`src/rtl/simmem_bank_sched.sv`:
```
// Single-bank DRAM timing scheduler: arbitrates one write and one read requester over an open-row model.
// Latency from acceptance to completion: hit RowHitCost, closed +ActivationCost, miss +PrechargeCost+ActivationCost.
// Accepts only in IDLE (one burst in flight); completion is held registered until done_ready_i.
module simmem_bank_sched #(
    parameter int AddrW          = 19,
    parameter int RowBufLenW     = 10,
    parameter int RowIdWidth     = AddrW - RowBufLenW,
    parameter int RowHitCost     = 4,
    parameter int PrechargeCost  = 2,
    parameter int ActivationCost = 1,
    parameter int WIidW          = 3,
    parameter int RIidW          = 2
) (
    input  logic                  clk_i,
    input  logic                  rst_ni,
    input  logic                  w_valid_i,
    output logic                  w_ready_o,
    input  logic [AddrW-1:0]      w_addr_i,
    input  logic [WIidW-1:0]      w_iid_i,
    input  logic                  r_valid_i,
    output logic                  r_ready_o,
    input  logic [AddrW-1:0]      r_addr_i,
    input  logic [RIidW-1:0]      r_iid_i,
    output logic                  done_valid_o,
    input  logic                  done_ready_i,
    output logic                  done_type_o,
    output logic [WIidW-1:0]      done_w_iid_o,
    output logic [RIidW-1:0]      done_r_iid_o,
    output logic                  done_row_hit_o,
    output logic                  row_open_o,
    output logic [RowIdWidth-1:0] open_row_o
);

    localparam int CntW = 8;

    typedef enum logic [2:0] {
        IDLE,
        PRECHARGE,
        ACTIVATE,
        ACCESS,
        DONE
    } state_e;

    state_e                state_q, state_d;
    logic [CntW-1:0]       cnt_q, cnt_d;
    logic                  rr_q;        // 0: favour write, 1: favour read
    logic                  cur_type_q;
    logic [WIidW-1:0]      cur_w_iid_q;
    logic [RIidW-1:0]      cur_r_iid_q;
    logic [RowIdWidth-1:0] cur_row_q;
    logic                  cur_hit_q;

    logic [RowIdWidth-1:0] w_row, r_row, sel_row;
    logic                  w_hit, r_hit, sel_hit;
    logic                  grant_w, grant_r, accept;
    logic                  unused_addr_lsbs;

    assign w_row = w_addr_i[AddrW-1:RowBufLenW];
    assign r_row = r_addr_i[AddrW-1:RowBufLenW];
    assign w_hit = row_open_o && (w_row == open_row_o);
    assign r_hit = row_open_o && (r_row == open_row_o);
    assign unused_addr_lsbs = ^{w_addr_i[RowBufLenW-1:0], r_addr_i[RowBufLenW-1:0]};

    // A row hit beats the round-robin pointer only when it breaks a tie.
    always_comb begin
        grant_w = 1'b0;
        grant_r = 1'b0;
        if (rst_ni && state_q == IDLE) begin
            if (w_valid_i && r_valid_i) begin
                if (w_hit && !r_hit)      grant_w = 1'b1;
                else if (r_hit && !w_hit) grant_r = 1'b1;
                else if (!rr_q)           grant_w = 1'b1;
                else                      grant_r = 1'b1;
            end else if (w_valid_i) begin
                grant_w = 1'b1;
            end else if (r_valid_i) begin
                grant_r = 1'b1;
            end
        end
    end

    assign w_ready_o = grant_w;
    assign r_ready_o = grant_r;
    assign accept    = grant_w | grant_r;
    assign sel_row   = grant_w ? w_row : r_row;
    assign sel_hit   = grant_w ? w_hit : r_hit;

    // ACCESS lasts RowHitCost-1 cycles; the DONE cycle supplies the last one.
    always_comb begin
        state_d = state_q;
        cnt_d   = cnt_q;
        unique case (state_q)
            IDLE: begin
                if (accept) begin
                    if (sel_hit) begin
                        state_d = ACCESS;
                        cnt_d   = CntW'(RowHitCost - 2);
                    end else if (row_open_o) begin
                        state_d = PRECHARGE;
                        cnt_d   = CntW'(PrechargeCost - 1);
                    end else begin
                        state_d = ACTIVATE;
                        cnt_d   = CntW'(ActivationCost - 1);
                    end
                end
            end
            PRECHARGE: begin
                if (cnt_q == '0) begin
                    state_d = ACTIVATE;
                    cnt_d   = CntW'(ActivationCost - 1);
                end else begin
                    cnt_d = cnt_q - 1'b1;
                end
            end
            ACTIVATE: begin
                if (cnt_q == '0) begin
                    state_d = ACCESS;
                    cnt_d   = CntW'(RowHitCost - 2);
                end else begin
                    cnt_d = cnt_q - 1'b1;
                end
            end
            ACCESS: begin
                if (cnt_q == '0) state_d = DONE;
                else             cnt_d   = cnt_q - 1'b1;
            end
            DONE: begin
                if (done_ready_i) state_d = IDLE;
            end
            default: state_d = IDLE;
        endcase
    end

    always_ff @(posedge clk_i) begin
        if (!rst_ni) begin
            state_q        <= IDLE;
            cnt_q          <= '0;
            rr_q           <= 1'b0;
            cur_type_q     <= 1'b0;
            cur_w_iid_q    <= '0;
            cur_r_iid_q    <= '0;
            cur_row_q      <= '0;
            cur_hit_q      <= 1'b0;
            row_open_o     <= 1'b0;
            open_row_o     <= '0;
            done_valid_o   <= 1'b0;
            done_type_o    <= 1'b0;
            done_w_iid_o   <= '0;
            done_r_iid_o   <= '0;
            done_row_hit_o <= 1'b0;
        end else begin
            state_q <= state_d;
            cnt_q   <= cnt_d;
            if (accept) begin
                cur_type_q  <= grant_r;
                cur_w_iid_q <= grant_w ? w_iid_i : '0;
                cur_r_iid_q <= grant_r ? r_iid_i : '0;
                cur_row_q   <= sel_row;
                cur_hit_q   <= sel_hit;
                if (w_valid_i && r_valid_i) rr_q <= grant_w;
            end
            // A hit re-enters ACCESS on the already open row, so only ACTIVATE updates it.
            if (state_q == ACTIVATE && state_d == ACCESS) begin
                row_open_o <= 1'b1;
                open_row_o <= cur_row_q;
            end
            if (state_q == ACCESS && state_d == DONE) begin
                done_valid_o   <= 1'b1;
                done_type_o    <= cur_type_q;
                done_w_iid_o   <= cur_w_iid_q;
                done_r_iid_o   <= cur_r_iid_q;
                done_row_hit_o <= cur_hit_q;
            end else if (state_q == DONE && done_ready_i) begin
                done_valid_o   <= 1'b0;
                done_type_o    <= 1'b0;
                done_w_iid_o   <= '0;
                done_r_iid_o   <= '0;
                done_row_hit_o <= 1'b0;
            end
        end
    end

endmodule

```
`config.mk`:
```
export PLATFORM = sky130hd
export DESIGN_NAME = simmem_bank_sched
export DESIGN_NICKNAME = d
export VERILOG_FILES = /design/src/rtl/simmem_bank_sched.sv
export SDC_FILE = /design/constraint.sdc
export NUM_CORES = 1
export LEC_CHECK = 0
export BUFFER_PORTS_ARGS = -buffer_cell sky130_fd_sc_hd__buf_2
export CORE_UTILIZATION = 35
export DETAILED_ROUTE_END_ITERATION = 10
export PLACE_DENSITY = 0.61
export REMOVE_ABC_BUFFERS = 1
export SLEW_MARGIN = 20
export SYNTH_ARGS = -nofsm -noshare
export SYNTH_HDL_FRONTEND = slang
export SYNTH_SLANG_ARGS = --single-unit
```
`constraint.sdc`:
```
create_clock -name clk_i -period 6.05 [get_ports clk_i]
set_clock_uncertainty 0.2 [all_clocks]
set_input_delay 0.605 -clock clk_i [delete_from_list [all_inputs] [get_ports clk_i]]
set_output_delay 0.605 -clock clk_i [all_outputs]
set_load 0.02 [all_outputs]
```
==> metrics.cfg, run 1 <==
[outcome]
outcome=complete, no violations

[placement]
postPlaceCellArea_um2=2550
port_buffers=47
dp_worst_setup_slack_ps=2630
globalplace.congestion=0.745
hpwl_um=3780
dp.cells=373

[setup_path]
critPathLaunchType=flip-flop
r2r_slack_ps=3380
path_buf_inv=2
worst_setup_path_end_kind=output port
crit_type=reg2out
crit_slowest_cell=o21ai_2
cp_data_arrival_time_ps=2630
crit_required_ps=5240
crit_path_cell_trace=xnor2_1 -> nand4_1 -> or3_1 -> maj3_1 -> o21ai_2 -> inv_1 -> buf_2
crit_path_start=open_row_o[3]
cp_max_fo=11
r2r-start=open_row_o[3]
cp_top_family=simple AND/OR/NAND/NOR gates
cpPeakStageDelay_ps=460

[logic_synthesis]
synth_most_common_cell=dfxtp_1
seq_area_frac_synth=0.401
yosysTopAreaCellShare=0.401
synth_area_leaders=dfxtp_1 40%, xnor2_1 7.6%, a21oi_1 5.7%
synthDistinctLibCells=46
synthArstFlopShare=0
yosysWarnings=0
synth.avg_cell_area_um2=8.80
ys_top_cells_by_count=46 x dfxtp_1, 34 x nand2_1, 26 x a21oi_1
ys_seq_elements=46
yosys.area.top_type=dfxtp_1
synth_area_um2=2300
synth_edf_count=0
synth-main-ff-cell=dfxtp_1
netlist_instances=261

[global_routing]
grt-ovfl-total=0
grt_max_degree=33
antenna_found_initial=0
grt_pass1_vias=1920
grt_first_pass_wirelength_um=9180
grtUsageTotal=0.161

[sta]
fmax_mhz=291
timing.setup.tns_ps=0
relSlewSlack=0.305
whs_ps=254
setup_viol=0
rsz0062_at_grt=false
maxSlewViolCount=0
layout_min_cycle_time_ps=3440
hold_violations=0
worstMarginPinSlew_ps=1040
fin_ws_ps=2610
finalCritPeriodShare=0.568

[worst_hold_path]
hp-start=done_valid_o
hp-class=reg2reg

[clock_tree]
cts_made_buffers=5
post_cts_resized=0
ctsHoldBuffers=0
clk_latency_ps=300
clk_pin_slew_ps=90
htree_levels=2
clk_path_buf_depth=2
cts_tree=built
clock-sinks=46
root_buffer=clkbuf_8
postCtsSetupBuffers=0

[cells_and_area]
fillers=646
diodes=0
syn_to_final_growth_pct=15.9
utilization=0.419
fin_nets=353
stdcell_area_um2=2660
fin_cells=381
drive_gt1_frac=0.217

[power_and_ir_drop]
power_density_nw_per_um2=392
vdd_ir_drop_max_uv=171
power_mw=1.04
power.leakage_nw=1.03

[route]
drt_iter0_drc=98
wire_per_inst_um=13.9
drt_pass1_iterations=4
ant_nets=0
drc=0
via_per_inst=5.24
vias=1998
drt_wl_total_um=5300

[die]
pin_count=68
die_y_um=83.0
core_area_um2=6350
die_area_um2=6890
initial_core_util=0.362
rows=29
die-width_um=83.0

[flow_run]
cap_violations=0

==> cell type report <==
| cell class | count | area [um2] | share of cell area |
|---|---|---|---|
| Multi-Input combinational cell | 195 | 1260 | 0.474 |
| Sequential cell | 46 | 921 | 0.346 |
| Timing Repair Buffer | 48 | 243 | 0.0913 |
| Clock buffer | 5 | 68.8 | 0.0259 |
| Clock inverter | 3 | 45.0 | 0.0169 |
| Inverter | 7 | 26.3 | 0.00988 |
| Tap cell | 77 | 96.3 | 0.0362 |
==> routing by layer <==
metal,vias up,track usage,routed length [um]
met5,-,0,0
met4,0,0.0376,34
met3,4,0.0368,206
met2,44,0.253,2330
met1,928,0.225,2730
li1,1022,-,-
==> where the power goes <==
| group | switching (mW) | internal, mW | leakage (nW) |
|---|---|---|---|
| registers | 0.0585 | 0.360 | 0.375 |
| clock network | 0.113 | 0.123 | 0.0504 |
| logic | 0.226 | 0.164 | 0.607 |
==> logic make-up (layout without fill, tap and decap cells) <==
kind of cell    Yosys count  in the layout  share of synthesized area
buf+inv                  20             63                     0.0501
xor+xnor                 26             26                     0.0992
flops                    46             46                      0.401
mux                       9              9                     0.0392
compound gates           67             67                      0.195
fa+ha+maj                 4              4                     0.0202
simple gates             89             89                      0.195
==> worst register-to-register path: cells and delay by family, from the launching register on <==
kind | cells | cell delay (ps)
buffers and inverters | 1 | 200
XOR/XNOR | 1 | 160
adder cells (fa/ha/maj) | 1 | 370
AO/OA/AOI/OAI | 2 | 700
AND/OR/NAND/NOR | 2 | 510
flip-flops | 1 | 430
==> layout by cell type, fill, tap and decap left out, types with 2 or more instances in the layout <==
master,instances
o21ai_0,3
nand4b_1,2
o21a_1,5
and3_1,2
dfxtp_1,46
nand2_1,34
ha_1,2
nand4_1,4
clkinvlp_4,2
o21ai_1,2
a32o_1,5
inv_1,7
nor4_1,3
nor2_1,17
clkbuf_8,5
o211ai_1,2
xnor2_1,20
mux2i_1,9
xor2_1,6
buf_2,47
a211oi_1,17
nand3_1,14
a21oi_1,26
==> final timing paths <==
check / endpoint / cells after the start
min reg2reg: done_valid_o / 2
max: w_ready_o / 7
min: done_valid_o / 2
max reg2reg: cur_w_iid_q[1] / 7
==> flip-flops by register name (all words and copies together) (netlist names), 2 cells and up <==
register / flops
cur_row_q: 9
open_row_o: 9
cnt_q: 8
cur_w_iid_q: 3
done_w_iid_o: 3
state_q: 3
cur_r_iid_q: 2
done_r_iid_o: 2
No activity file was read; power rests on OpenSTA's default activity.
==> inputs of run 2 (changes only) <==
--- a/config.mk
+++ b/config.mk
@@ -5,10 +5,11 @@
 export SDC_FILE = /design/constraint.sdc
 export NUM_CORES = 1
 export LEC_CHECK = 0
+export ABC_AREA = 1
 export BUFFER_PORTS_ARGS = -buffer_cell sky130_fd_sc_hd__buf_2
 export CORE_UTILIZATION = 35
 export DETAILED_ROUTE_END_ITERATION = 10
-export PLACE_DENSITY = 0.61
+export PLACE_DENSITY = 0.6
 export REMOVE_ABC_BUFFERS = 1
 export SLEW_MARGIN = 20
 export SYNTH_ARGS = -nofsm -noshare
==> constraint.sdc (replaced) <==
create_clock -name clk_i -period 3.2 [get_ports clk_i]
set_clock_uncertainty 0.2 [all_clocks]
set_input_delay 0.32 -clock clk_i [delete_from_list [all_inputs] [get_ports clk_i]]
set_output_delay 0.32 -clock clk_i [all_outputs]
set_load 0.02 [all_outputs]
==> run 2 against run 1 <==
Sequential share of layout area decreased by 4.7 points; register-to-register slack worse by 2500 ps; flip-flop and latch count is the same; area after synthesis grew 17%; worst hold slack worse by 210 ps; critical endpoint unchanged; via count is 32% higher; synthesized cell count is 54% higher; global-route usage increased by 1.9 points; setup slack worse by 2200 ps; count of clock-buffer cells in the layout unchanged; combinational power increased to 4.0 times the previous value; first-iteration DRC count decreased by 3.1%.
==> metrics.cfg, run 2 <==
[logic_synthesis]
synth_edf_count=0  ; unchanged
netlist_instances=403  ; +54%
yosysWarnings=0  ; unchanged
seq_area_frac_synth=0.343  ; -0.0580
synthArstFlopShare=0  ; unchanged
synthDistinctLibCells=37  ; -20%
synth.avg_cell_area_um2=6.66  ; -24%
yosysTopAreaCellShare=0.343  ; -0.0580
ys_seq_elements=46  ; unchanged
synth_most_common_cell=nand2_1
ys_top_cells_by_count=123 x nand2_1, 46 x dfxtp_1, 44 x inv_1
synth_area_leaders=dfxtp_1 34%, nand2_1 17%, inv_1 6.2%
synth-main-ff-cell=dfxtp_1
yosys.area.top_type=dfxtp_1
synth_area_um2=2680  ; +17%

[route]
drc=0  ; unchanged
drt_wl_total_um=6620  ; +25%
ant_nets=0  ; unchanged
drt_iter0_drc=95  ; -3.1%
vias=2647  ; +32%
drt_pass1_iterations=4  ; unchanged
wire_per_inst_um=12.1  ; -13%
via_per_inst=4.84  ; -7.7%

[worst_hold_path]
holdPathStages=3  ; +1
hp-class=in2reg
hold_end=cur_w_iid_q[0]
hp-start=w_iid_i[0]

[sta]
hold_violations=0  ; unchanged
setup_viol=0  ; unchanged
layout_min_cycle_time_ps=2760
fmax_mhz=363
finalCritPeriodShare=0.862
relSlewSlack=0.646  ; +0.342
worstMarginPinSlew_ps=528  ; -514 ps
timing.setup.tns_ps=0  ; unchanged
maxSlewViolCount=0  ; unchanged
rsz0062_at_grt=false

[cells_and_area]
reg_top3=cur_row_q: 9 flops, open_row_o: 9 flops, cnt_q: 8 flops
diodes=0  ; unchanged
fillers=810  ; +25%
fin_cells=547  ; +44%
fin_nets=497  ; +41%
drive_gt1_frac=0.185  ; -0.0318
syn_to_final_growth_pct=14.8
final_cell_mix=123 x nand2_1, 47 x buf_2, 46 x dfxtp_1
stdcell_area_um2=3080  ; +16%
mostFrequentLayoutCell=nand2_1

[clock_tree]
clk_path_buf_depth=2  ; unchanged
clock-sinks=46  ; unchanged
root_buffer=clkbuf_8
ctsHoldBuffers=0  ; unchanged
cts_tree=built
clk_latency_ps=310  ; about the same
htree_levels=2  ; unchanged
postCtsSetupBuffers=0  ; unchanged
clk_pin_slew_ps=100  ; about the same
post_cts_resized=0  ; unchanged
cts_made_buffers=5  ; unchanged

[setup_path]
cpPeakStageDelay_ps=400  ; -60 ps
r2r_end=state_q[1]
crit_type=reg2out
path_buf_inv=4  ; +2
cp_data_arrival_time_ps=2240  ; -390 ps
critPathMostFrequentCell=nand2_1
crit_path_cell_trace=inv_2 -> nand2_1 -> nand2_1 -> nor2_1 -> nand3_1 -> clkinv_1 -> nand2_1 -> nand2_1 -> nand2_1 -> nand2_2 -> nand3_4 -> inv_2 -> buf_2
crit_slowest_cell=dfxtp_1
worst_setup_path_end_kind=output port
r2r-start=open_row_o[1]
r2r_slack_ps=880  ; -2500 ps
critPathLaunchType=flip-flop
crit_required_ps=2680  ; -2560 ps
cp_max_fo=15  ; +4
cp_top_family=simple AND/OR/NAND/NOR gates
rr_worst_depth=16  ; +9

[flow_run]
cap_violations=0  ; unchanged

[power_and_ir_drop]
power_density_nw_per_um2=908  ; +130%
power.leakage_nw=1.41  ; +37%
vdd_ir_drop_max_uv=342  ; +99%

[global_routing]
grt-ovfl-total=0  ; unchanged
grt_first_pass_wirelength_um=11100  ; +21%
antenna_found_initial=0  ; unchanged
grt_max_degree=33  ; unchanged
grt_pass1_vias=2458  ; +28%
grtUsageTotal=0.180  ; +0.0189

[placement]
port_buffers=47  ; unchanged
postPlaceCellArea_um2=2980  ; +17%
dp.cells=539  ; +45%
globalplace.congestion=0.855  ; +15%
hpwl_um=4930  ; +30%

[die]
die-width_um=89.6  ; +7.9%
die_y_um=89.6  ; +7.9%
core_area_um2=7330  ; +15%
rows=31  ; +6.9%
die_area_um2=8020  ; +16%
initial_core_util=0.366  ; +0.00453
pin_count=68  ; unchanged

[outcome]
outcome=complete, no violations

run 2: changes by cell type in the layout (fill, tap and decap cells not counted), moves of 8 or more:
cell and change:
nor2_1 +17, a31oi_1 +10, a211oi_1 -8, nand3_1 +13
xnor2_1 -17, mux2i_1 -9, nand2_1 +89, inv_1 +37
run 2: report_power, final:
part | switching, mW | internal (mW)
Combinational | 1.02 | 0.530
Sequential | 0.149 | 0.708
Clock | 0.227 | 0.164
run 2: final cells by class:
cell class,instances,area (um2),share of cell area
repair buffers,50,258,0.0837
inverters,53,203,0.0658
clock inverters,3,28.8,0.00934
clock buffers,5,68.8,0.0223
multi-input cells,291,1480,0.480
well taps,99,124,0.0402
flip-flops and latches,46,921,0.299
run 2: per-layer routing:
| metal | vias up | wire length [um] | global-route usage |
|---|---|---|---|
| met2 | 58 | 3020 | 0.296 |
| met1 | 1190 | 3280 | 0.238 |
| met4 | 0 | 43 | 0.0620 |
| met3 | 4 | 274 | 0.0295 |
| met5 | - | 0 | 0 |
| li1 | 1395 | - | - |
run 2: how the worst max path moves through the flow:
stage	start	endpoint	slack, ps	depth (start not counted)
2_1_floorplan	state_q[2]	cur_row_q[0]	1090	8
3_3_place_gp	w_addr_i[10]	w_ready_o	750	14
3_5_place_dp	w_addr_i[10]	w_ready_o	740	14
4_1_cts	open_row_o[1]	w_ready_o	400	13
5_1_grt	open_row_o[0]	w_ready_o	180	13
6_report	open_row_o[1]	w_ready_o	440	13
run 2: cells by family after synthesis:
family                   after synthesis  share of synthesized area
flip-flops                            46                      0.343
XOR/XNOR                              10                     0.0326
AO/OA/AOI/OAI                         62                      0.143
buffers and inverters                 66                      0.106
AND/OR/NAND/NOR                      217                      0.366
adder cells (fa/ha/maj)                2                    0.00932
run 2: worst min-delay path, cell delays in order:
cell and delay [ps]:
buf_2 90, nand2_1 50, a21oi_1 50
run 2: through the flow:
stage                      util  hold slack, ps  total power, mW  setup slack, ps
after floorplan               -             238             2.03             1090
after global placement    0.407             248             2.39              751
after detailed placement  0.407             252             2.42              738
after CTS                 0.420            36.5             2.82              395
after global routing      0.420            37.0             3.07              185
final                     0.420            45.5             2.80              442
